**src/rtl/servo_ctl.sv**
```systemverilog
`default_nettype none
// +----------------------------------------------------------------------------+
// | Module      : servo_ctl                                                    |
// | Description : Hobby-servo PWM generator with two arbitrated position       |
// |               requesters (manual has priority over auto) and a per-frame   |
// |               slew limit on the driven position.                           |
// | Revision    : 1.0 - initial release                                        |
// +----------------------------------------------------------------------------+
module servo_ctl #(
  parameter int unsigned PERIOD = 250000,
  parameter int unsigned MIN_PW = 12500,
  parameter int unsigned STEP   = 8
) (
  input  logic       clk,
  input  logic       rst,
  input  logic       req_m,
  input  logic [7:0] pos_m,
  output logic       ack_m,
  input  logic       req_a,
  input  logic [7:0] pos_a,
  output logic       ack_a,
  output logic       pwm,
  output logic [7:0] cur_pos,
  output logic       busy,
  output logic [1:0] state
);

  // Counter wide enough for PERIOD-1; PERIOD > 257 guarantees at least 9 bits,
  // so MIN_PW + cur_pos always fits.
  localparam int unsigned CNT_W = $clog2(PERIOD);

  localparam logic [CNT_W-1:0] C_CNT_LAST = CNT_W'(PERIOD - 1);
  localparam logic [CNT_W-1:0] C_MIN_PW   = CNT_W'(MIN_PW);
  localparam logic [8:0]       C_STEP_9   = 9'(STEP);
  localparam logic [7:0]       C_STEP_8   = 8'(STEP);
  localparam logic [7:0]       C_CENTER   = 8'd128;

  typedef enum logic [1:0] {
    S_IDLE  = 2'd0,
    S_LOAD  = 2'd1,
    S_PULSE = 2'd2,
    S_GAP   = 2'd3
  } state_t;

  state_t           state_q, state_d;
  logic [CNT_W-1:0] cnt_q, cnt_d;
  logic             pwm_q, pwm_d;
  logic [7:0]       cur_pos_q, cur_pos_d;
  logic [7:0]       tgt_q, tgt_d;

  logic             w_load;
  logic             w_ack_m;
  logic             w_ack_a;
  logic [7:0]       w_tgt_new;
  logic signed [8:0] w_diff;
  logic [8:0]       w_mag;
  logic [7:0]       w_pos_next;
  logic [CNT_W-1:0] w_pulse_end;

  // Arbitration: requests only count in LOAD; manual wins a tie and auto stays pending.
  assign w_load    = (state_q == S_LOAD);
  assign w_ack_m   = w_load & req_m;
  assign w_ack_a   = w_load & req_a & ~req_m;
  assign w_tgt_new = w_ack_m ? pos_m : (w_ack_a ? pos_a : tgt_q);

  // Last PULSE count value; cur_pos is stable for the whole frame after LOAD.
  assign w_pulse_end = C_MIN_PW + CNT_W'(cur_pos_q);

  // Slew limiter: 9-bit signed distance so 0<->255 neither wraps nor overshoots.
  always_comb begin
    w_diff     = $signed({1'b0, w_tgt_new}) - $signed({1'b0, cur_pos_q});
    w_mag      = w_diff[8] ? 9'(-w_diff) : 9'(w_diff);
    w_pos_next = w_tgt_new;
    if (w_mag > C_STEP_9) begin
      if (w_diff[8]) w_pos_next = cur_pos_q - C_STEP_8;
      else           w_pos_next = cur_pos_q + C_STEP_8;
    end
  end

  // Frame sequencer: next state, counter, target/position update and pwm level.
  always_comb begin
    state_d   = state_q;
    cnt_d     = cnt_q;
    tgt_d     = tgt_q;
    cur_pos_d = cur_pos_q;

    if (state_q != S_IDLE) begin
      cnt_d = (cnt_q == C_CNT_LAST) ? '0 : cnt_q + CNT_W'(1);
    end

    case (state_q)
      S_IDLE: state_d = S_LOAD;
      S_LOAD: begin
        tgt_d     = w_tgt_new;
        cur_pos_d = w_pos_next;
        state_d   = S_PULSE;
      end
      S_PULSE: begin
        if (cnt_q == w_pulse_end) state_d = S_GAP;
      end
      S_GAP: begin
        if (cnt_q == C_CNT_LAST) state_d = S_LOAD;
      end
      default: state_d = S_IDLE;
    endcase

    // pwm is registered from the next state so it is high exactly in PULSE cycles.
    pwm_d = (state_d == S_PULSE);
  end

  // State register with synchronous reset to the centred, idle condition.
  always_ff @(posedge clk) begin
    if (rst) begin
      state_q   <= S_IDLE;
      cnt_q     <= '0;
      pwm_q     <= 1'b0;
      cur_pos_q <= C_CENTER;
      tgt_q     <= C_CENTER;
    end else begin
      state_q   <= state_d;
      cnt_q     <= cnt_d;
      pwm_q     <= pwm_d;
      cur_pos_q <= cur_pos_d;
      tgt_q     <= tgt_d;
    end
  end

  assign ack_m   = w_ack_m;
  assign ack_a   = w_ack_a;
  assign pwm     = pwm_q;
  assign cur_pos = cur_pos_q;
  assign busy    = (cur_pos_q != tgt_q);
  assign state   = state_q;

endmodule
`default_nettype wire

```
**config.mk**
```make
export PLATFORM = sky130hd
export DESIGN_NAME = servo_ctl
export DESIGN_NICKNAME = d
export VERILOG_FILES = /design/src/rtl/servo_ctl.sv
export SDC_FILE = /design/constraint.sdc
export NUM_CORES = 1
export LEC_CHECK = 0
export ABC_CLOCK_PERIOD_IN_PS = 5100
export BUFFER_PORTS_ARGS = -buffer_cell sky130_fd_sc_hd__buf_2
export CAP_MARGIN = 0
export CORE_MARGIN = 1.5
export CORE_UTILIZATION = 60
export CTS_BUF_LIST = sky130_fd_sc_hd__clkbuf_2 sky130_fd_sc_hd__clkbuf_4 sky130_fd_sc_hd__clkbuf_8
export CTS_CLUSTER_DIAMETER = 50
export CTS_CLUSTER_SIZE = 24
export DETAILED_ROUTE_END_ITERATION = 16
export GPL_ROUTABILITY_DRIVEN = 0
export PLACE_DENSITY = 0.8
export SYNTH_ARGS = -nofsm -noshare
export SYNTH_HDL_FRONTEND = slang
export SYNTH_SLANG_ARGS = --single-unit
```
**constraint.sdc**
```tcl
create_clock -name clk -period 5.1 [get_ports clk]
set_input_delay 0.255 -clock clk [delete_from_list [all_inputs] [get_ports clk]]
set_output_delay 0.255 -clock clk [all_outputs]
set_load 0.03 [all_outputs]
```
# == Word-level counts from Yosys, hierarchy flattened ==
# Index checks and enable logic that the tools add are counted.
# word_totals
register_bits,37
input_bits,20
output_inout_bits,14
wordCells,34
# classes
addsub,6
order_cmp,1
eq_ne,7
muxes,9
bitwise,4
reduce_logical,2
# op_table
operator,count
2-to-1 mux 8 bit,4
adder 18 x 1 -> 18 bit (second input constant),1
== test 18 x 15 -> 1 bit,1
== test 18 bit (second input constant),1
2-to-1 mux 18 bit,1
adder 14 x 8 -> 15 bit (first input constant),1
> comparator 9 x 4 -> 1 bit (second input constant),1
2-to-1 mux 9 bit,1
negation 9 bit,1
subtractor 8 x 8 -> 9 bit,1
adder 8 x 4 -> 8 bit (second input constant),1
inequality test 8 bit,1
one-hot mux 2 bit (4 select lines),1
subtractor 8 x 4 -> 8 bit (second input constant),1
== test 2 bit (second input constant),3
2-to-1 mux 2 bit,2
bitwise AND 1 bit,3
== test 2 x 1 -> 1 bit (second input constant),1
logical NOT 2 bit,1
nonzero test 2 bit,1
NOT 1 bit,1

# == Depth between registers and ports, before layout ==
# Gate-level depths: netlist of the first run.
# logic_depth
ltp_word,10
ltp_mapped,20
depth_no_buf,17

# == Worst setup path before layout of the first run ==
# No wires, ideal clock.
# synth_path
path_kind,reg-to-reg
start,"register state_q[0], in the netlist state[0]"
end,"register cur_pos_q[7], in the netlist cur_pos[7]"
arrival_ns,3.917
path_slack_ns,1.063
path_stages_with_launch,19
path_buffers,1
period_less_slack_ns,4.037
path_cell_list,dfxtp_1 > nor2b_1 > o21ai_1 > a21oi_1 > inv_1 > ha_1 > buf_6 > o21ai_0 > a21oi_1 > a221oi_4 > inv_1 > fa_1 > inv_1 > a21o_1 > a21oi_1 > xnor2_1 > xnor2_1 > a211oi_1 > a211o_1
# synth_via
elab_chain_len,10
elab_cells_between_ends,12
cone_classes,add/sub (2); order compare (1); eq/ne (1); mux (5); bitwise (3)
# synth_lines
element,line_no,rtl
start: declaration,45,"state_t state_q, state_d;"
start signal: assignment,120,state_q <= state_d;
== test 2 x 1 -> 1 bit *,61,assign w_load = (state_q == S_LOAD);
bitwise AND 1 bit (2 in a row),63,assign w_ack_a = w_load & req_a & ~req_m;
2-to-1 mux 8 bit,64,assign w_tgt_new = w_ack_m ? pos_m : (w_ack_a ? pos_a : tgt_q);
2-to-1 mux 8 bit *,64,
via w_tgt_new[3],54,logic [7:0] w_tgt_new;
subtractor 8 x 8 -> 9 bit *,71,"w_diff = $signed({1'b0, w_tgt_new}) - $signed({1'b0, cur_pos_q});"
negation 9 bit,72,w_mag = w_diff[8] ? 9'(-w_diff) : 9'(w_diff);
2-to-1 mux 9 bit,72,
> comparator 9 x 4 -> 1 bit,74,if (w_mag > C_STEP_9) begin
2-to-1 mux 8 bit *,74,
end signal: assignment,123,cur_pos_q <= cur_pos_d;
end: declaration,48,"logic [7:0] cur_pos_q, cur_pos_d;"
# Mark *: on every way through the listed nets, which the timed path passes. The rest lies on a longest branch.
# A chain may end at the register's enable or synchronous reset.

# == Final worst setup path of the first run ==
# Ends and elaborated chain as after synthesis.

==> results of run 1 <==
## critical path: stages (launching register included)
cell and delay (ns):
dfxtp_1 0.44, nor2b_1 0.50, o21ai_1 0.34, a21oi_1 0.34, inv_1 0.11, ha_1 0.38
o21ai_0 0.19, a21oi_1 0.11, a221oi_4 0.53, inv_1 0.12, fa_1 0.42, inv_1 0.07
a21o_1 0.10, a21oi_1 0.07, xnor2_1 0.20, xnor2_1 0.15, a211oi_1 0.07, a211o_1 0.25
## registers in the layout (all words and copies together), names as in the netlist
register	flops
cur_pos	8
tgt_q	8
cnt_q	18
pwm	1
state	2
## through the flow
stage | worst slack [ns] | util [%]
floorplan | 1.06 | -
global placement | 0.911 | 66.6
detailed placement | 0.612 | 66.6
CTS | 0.638 | 68.9
global route | 0.254 | 68.9
finish | 0.607 | 68.9
## power groups by stage
stage	registers, mW	logic (mW)	clock network, mW
floorplan	0.363	0.497	0
global placement	0.352	0.617	0
detailed placement	0.353	0.626	0
CTS	0.346	0.630	0.220
global route	0.349	0.701	0.234
finish	0.348	0.632	0.217
## layer usage
metal	share of wire, %	track usage, %	vias to the layer above
li1	-	-	1258
met1	50	39.2	1165
met2	42	38.3	80
met3	6.6	4.04	4
met4	0.83	7.69	0
met5	0	0	-
## placed cells by master, fill, tap and decap left out, drive strengths merged, types with 3 or more instances in the layout
master  instances
a211oi          6
inv            19
and3            4
nor4            5
mux2            3
nor3            4
a21oi          32
o21ai          16
nor2           41
buf            33
ha             14
nor4b           3
nand2b          6
xnor2          15
nor2b           4
nand2          31
xor2           27
a21o            3
or3             6
and2            7
nand3b          7
nand4           5
dfxtp          37
clkbuf          6
nand3          10
## worst max path at each step
stage / slack, ns / start / endpoint / cells past startpoint
final: 0.61 / state[0]$_SDFF_PP0_ / cur_pos[7]$_SDFFE_PP1N_ / 17
after detailed placement: 0.61 / state[0]$_SDFF_PP0_ / cur_pos[7]$_SDFFE_PP1N_ / 17
after global placement: 0.91 / state[0]$_SDFF_PP0_ / cur_pos[7]$_SDFFE_PP1N_ / 17
after global routing: 0.25 / state[0]$_SDFF_PP0_ / cur_pos[7]$_SDFFE_PP1N_ / 17
after CTS: 0.64 / state[0]$_SDFF_PP0_ / cur_pos[7]$_SDFFE_PP1N_ / 17
after floorplan: 1.06 / state[0]$_SDFF_PP0_ / cur_pos[7]$_SDFFE_PP1N_ / 18
## area by class of cell
| class | instances | area [um^2] | share of cell area [%] |
|---|---|---|---|
| clock inverter | 2 | 13.8 | 0.459 |
| multi-input combinational | 276 | 1860 | 62.0 |
| clock buffer | 6 | 82.6 | 2.75 |
| tap | 52 | 65.1 | 2.17 |
| inverter | 19 | 71.3 | 2.38 |
| timing repair buffer | 33 | 165 | 5.51 |
| sequential | 37 | 741 | 24.7 |
## cells by family after synthesis
kind of cell | count (synthesis) | synth area share [%]
AO/OA/AOI/OAI | 77 | 18.9
flip-flops | 37 | 27.2
multiplexers | 3 | 1.24
XOR/XNOR | 42 | 13.8
AND/OR/NAND/NOR | 138 | 26.5
adder cells (fa/ha/maj) | 16 | 7.90
buffers and inverters | 31 | 4.55
==> results.yml, run 1 <==
power_and_ir_drop:
  power_mw: 1.20
  power_frac_comb_pct: 52.8
  clkPwrFrac_pct: 18.2
  p_per_area_nw_per_um2: 399
  p_switching_uw: 524
  p_leak_nw: 1.28
  seqPwrFrac_pct: 29.0
  p_int_uw: 673
  switching_share_pct: 43.8
  max-vdd-ir-drop_mv: 0.296
detailed_routing:
  wl_um: 6120
  route.detailed.drc: 0
  dr.pass1.iters: 4
  vias_per_cell: 5.90
  dr_total_vias: 2507
  drt_iter0_markers: 153
  wl_per_cell_um: 14.4
  final_antenna_net_count: 0
min_path:
  hp-class: "input port to flop"
  hp-start: "rst"
  whs_path_depth: 2
  hold_end: "tgt_q[6]$_SDFFE_PP0N_"
finish:
  syn2layout_area_growth_pct: 10.1
  layout.nets: 408
  fin_area_um2: 3000
  fill_cells: 372
  insertedDiodeCount: 0
  drive_above_1_share_pct: 13.7
  instances_no_fill: 425
sta:
  tns_ns: 0
  finalSetupViolations: 0
  worst_pin_slew_ns: 0.631
  drv_slew: 0
  post-route-min-period_ns: 4.49
  timing.fmax_mhz: 223
  period_share_pct: 88.1
  clock_skew_ns: 0.00862
  hold-worst-slack_ns: 0.307
  slew_headroom_pct: 57.9
  hold_viol_final: 0
  rsz0062_at_grt: "false"
flow_run:
  cap_violations: 0
die:
  initial_core_util_pct: 62.6
  dieArea_um2: 4950
  die-width_um: 70.4
  io_pins: 34
  fp.dieH_um: 70.4
  row_count: 24
  core_um2: 4350
clock_tree:
  cts_resized: 0
  worstSkewPairLatency_ns: 0.29
  root_buffer: "clkbuf_8"
  clockBufferDepth: 2
  postCtsSetupBuffers: 0
  cts.hold.buffers_added: 0
  cts_tree: "yes"
  clk_pin_slew_ns: 0.08
  numCtsBuffers: 5
  h-tree-depth: 2
  clock-sinks: 37
setup_path:
  r2r_cells: 17
  critPathKind: "flop to flop"
  reg2reg_slack_ns: 0.61
  critPathMaxFanout: 12
  rr_endpoint: "cur_pos[7]$_SDFFE_PP1N_"
  crit_path_end_kind: "flop"
  reg2reg_from: "state[0]$_SDFF_PP0_"
  arrival_ns: 4.68
  cp-start-kind: "flop"
  critPathRequiredTime_ns: 5.28
grt:
  grt_pass1_wl_um: 10400
  antenna_found_initial: 0
  grt_overflow_total: 0
  grt_start_max_net_pins: 20
  grt_pass1_vias: 2234
  grt_usage_pct: 26.1
yosys:
  yosys_warnings: 0
  yosysUniqueCellTypes: 53
  synthTopCellsByArea: "dfxtp_1 27%, xor2_1 8.4%, ha_1 6.4%"
  ys_seq_area_share_pct: 27.2
  ys.flop_type: "dfxtp_1"
  synth_top_area_share_pct: 27.2
  syn_area_um2: 2720
  synth.avg_cell_area_um2: 7.92
  synth_commonest_cells: "41 x nor2_1, 37 x dfxtp_1, 32 x a21oi_1"
  synthCells: 344
  yosys_register_bits: 37
  syn-num-nets: 380
  synth_most_common_cell: "nor2_1"
  yosys.area.top_type: "dfxtp_1"
  synth_edf_count: 0
  synth_async_sr_flop_share_pct: 0
place:
  dp.cells: 417
  placed_cell_area_um2: 2900
  io_buffer_count: 33
  hpwl_um: 4570
status:
  status: "finished, final reports clean"
Note: power is estimated with default switching activity, not from simulation.
==> run 2, diff against run 1 <==
--- a/config.mk
+++ b/config.mk
@@ -8,14 +8,13 @@
 export ABC_CLOCK_PERIOD_IN_PS = 5100
 export BUFFER_PORTS_ARGS = -buffer_cell sky130_fd_sc_hd__buf_2
 export CAP_MARGIN = 0
-export CORE_MARGIN = 1.5
 export CORE_UTILIZATION = 60
 export CTS_BUF_LIST = sky130_fd_sc_hd__clkbuf_2 sky130_fd_sc_hd__clkbuf_4 sky130_fd_sc_hd__clkbuf_8
 export CTS_CLUSTER_DIAMETER = 50
 export CTS_CLUSTER_SIZE = 24
 export DETAILED_ROUTE_END_ITERATION = 16
 export GPL_ROUTABILITY_DRIVEN = 0
-export PLACE_DENSITY = 0.8
+export PLACE_DENSITY = 0.82
 export SYNTH_ARGS = -nofsm -noshare
 export SYNTH_HDL_FRONTEND = slang
 export SYNTH_SLANG_ARGS = --single-unit
==> results.yml, run 2 (same netlist as run 1, synthesis figures left out) <==
sta:
  finalSetupViolations: 0
  clock_skew_ns: 0.00526
  worst_pin_slew_ns: 0.646
  post-route-min-period_ns: 4.63
  timing.fmax_mhz: 216
  slew_headroom_pct: 56.8
  drv_slew: 0
  rsz0062_at_grt: "false"
  hold_viol_final: 0
  hold-worst-slack_ns: 0.296
  tns_ns: 0
  period_share_pct: 90.8
power_and_ir_drop:
  switching_share_pct: 43.0
  p_int_uw: 706
  power_frac_comb_pct: 51.8
  p_per_area_nw_per_um2: 412
  clkPwrFrac_pct: 20.0
  max-vdd-ir-drop_mv: 0.329
  p_switching_uw: 532
  p_leak_nw: 1.28
  power_mw: 1.24
  seqPwrFrac_pct: 28.2
place:
  hpwl_um: 4890
  io_buffer_count: 33
  placed_cell_area_um2: 2900
  dp.cells: 417
grt:
  grt_usage_pct: 27.9
  grt_start_max_net_pins: 20
  grt_pass1_wl_um: 10900
  antenna_found_initial: 0
  grt_pass1_vias: 2416
  grt_overflow_total: 0
finish:
  top_register: "cnt_q"
  instances_no_fill: 424
  syn2layout_area_growth_pct: 10.3
  final_cell_mix: "41 x nor2_1, 37 x dfxtp_1, 33 x buf_2"
  mostFrequentLayoutCell: "nor2_1"
  layout.nets: 408
  insertedDiodeCount: 0
  fill_cells: 363
  drive_above_1_share_pct: 13.4
  fin_area_um2: 3010
  largest_reg_flops: 18
detailed_routing:
  vias_per_cell: 5.96
  dr.pass1.iters: 4
  wl_per_cell_um: 15.3
  drt_iter0_markers: 185
  wl_um: 6490
  dr_total_vias: 2528
  final_antenna_net_count: 0
  route.detailed.drc: 0
status:
  status: "finished, final reports clean"
clock_tree:
  root_buffer: "clkbuf_8"
  postCtsSetupBuffers: 0
  cts.hold.buffers_added: 0
  cts_tree: "yes"
  clockBufferDepth: 2
  cts_resized: 0
  worstSkewPairLatency_ns: 0.29
  numCtsBuffers: 5
  clk_pin_slew_ns: 0.07
  clock-sinks: 37
  h-tree-depth: 2
die:
  io_pins: 34
  die-width_um: 69.4
  row_count: 24
  fp.dieH_um: 69.4
  core_um2: 4350
  dieArea_um2: 4810
  initial_core_util_pct: 62.6
min_path:
  hp-class: "input port to flop"
setup_path:
  critPathMaxFanout: 12
  critPathRequiredTime_ns: 5.28
  arrival_ns: 4.81
  cp-start-kind: "flop"
  crit_path_end_kind: "flop"
  critPathKind: "flop to flop"
flow_run:
  cap_violations: 0
run 2: cell types whose count changed in the layout (fill, tap and decap cells not counted):
cell       delta
clkbuf_8      -1
clkinv_4      -1
bufinv_16     +1
run 2: routing by layer:
metal	global-route usage, %	vias to the layer above	share of wire [%]
met4	11.3	0	2.6
met5	0	-	0
met2	43.7	91	45
met1	38.7	1162	47
met3	3.92	16	5.5
li1	-	1259	-
run 2: stage by stage:
step / worst slack (ns) / util [%]
6_report: 0.467 / 69.0
5_1_grt: 0.214 / 69.0
4_1_cts: 0.573 / 69.0
3_5_place_dp: 0.670 / 66.6
3_3_place_gp: 0.941 / 66.6
2_1_floorplan: 1.06 / -
run 2: critical path, stage by stage (launching register included):
cell	delay, ns
dfxtp_1	0.43
nor2b_1	0.57
o21ai_1	0.38
a21oi_1	0.35
inv_1	0.10
ha_1	0.38
o21ai_0	0.22
a21oi_1	0.13
a221oi_4	0.52
inv_1	0.12
fa_1	0.42
inv_1	0.07
a21o_1	0.10
a21oi_1	0.07
xnor2_1	0.16
xnor2_1	0.14
a211oi_1	0.08
a211o_1	0.27
run 2: final cells by class:
class	count	area, um^2	share of cell area, %
Multi-Input combinational cell	276	1860	61.9
Sequential cell	37	741	24.6
Timing Repair Buffer	33	165	5.50
Inverter	19	71.3	2.37
Clock buffer	5	68.8	2.29
Tap cell	52	65.1	2.16
Clock inverter	2	35.0	1.17
run 2: final timing paths:
| kind | slack, ns | depth (start not counted) | end | start |
|---|---|---|---|---|
| worst max-delay path | 0.47 | 17 | cur_pos[7]$_SDFFE_PP1N_ | state[0]$_SDFF_PP0_ |
| worst min-delay path | 0.30 | 2 | tgt_q[5]$_SDFFE_PP0N_ | rst |
| worst max register to register | 0.47 | 17 | cur_pos[7]$_SDFFE_PP1N_ | state[0]$_SDFF_PP0_ |
| worst min register to register | 0.50 | 2 | cnt_q[9]$_SDFFE_PP0P_ | cnt_q[9]$_SDFFE_PP0P_ |
run 2: power by group through the flow:
stage               Sequential, mW  Clock (mW)  Combinational [mW]
floorplan                    0.363           0               0.497
global placement             0.352           0               0.615
detailed placement           0.353           0               0.632
CTS                          0.347       0.248               0.637
global route                 0.351       0.258               0.707
finish                       0.349       0.248               0.642
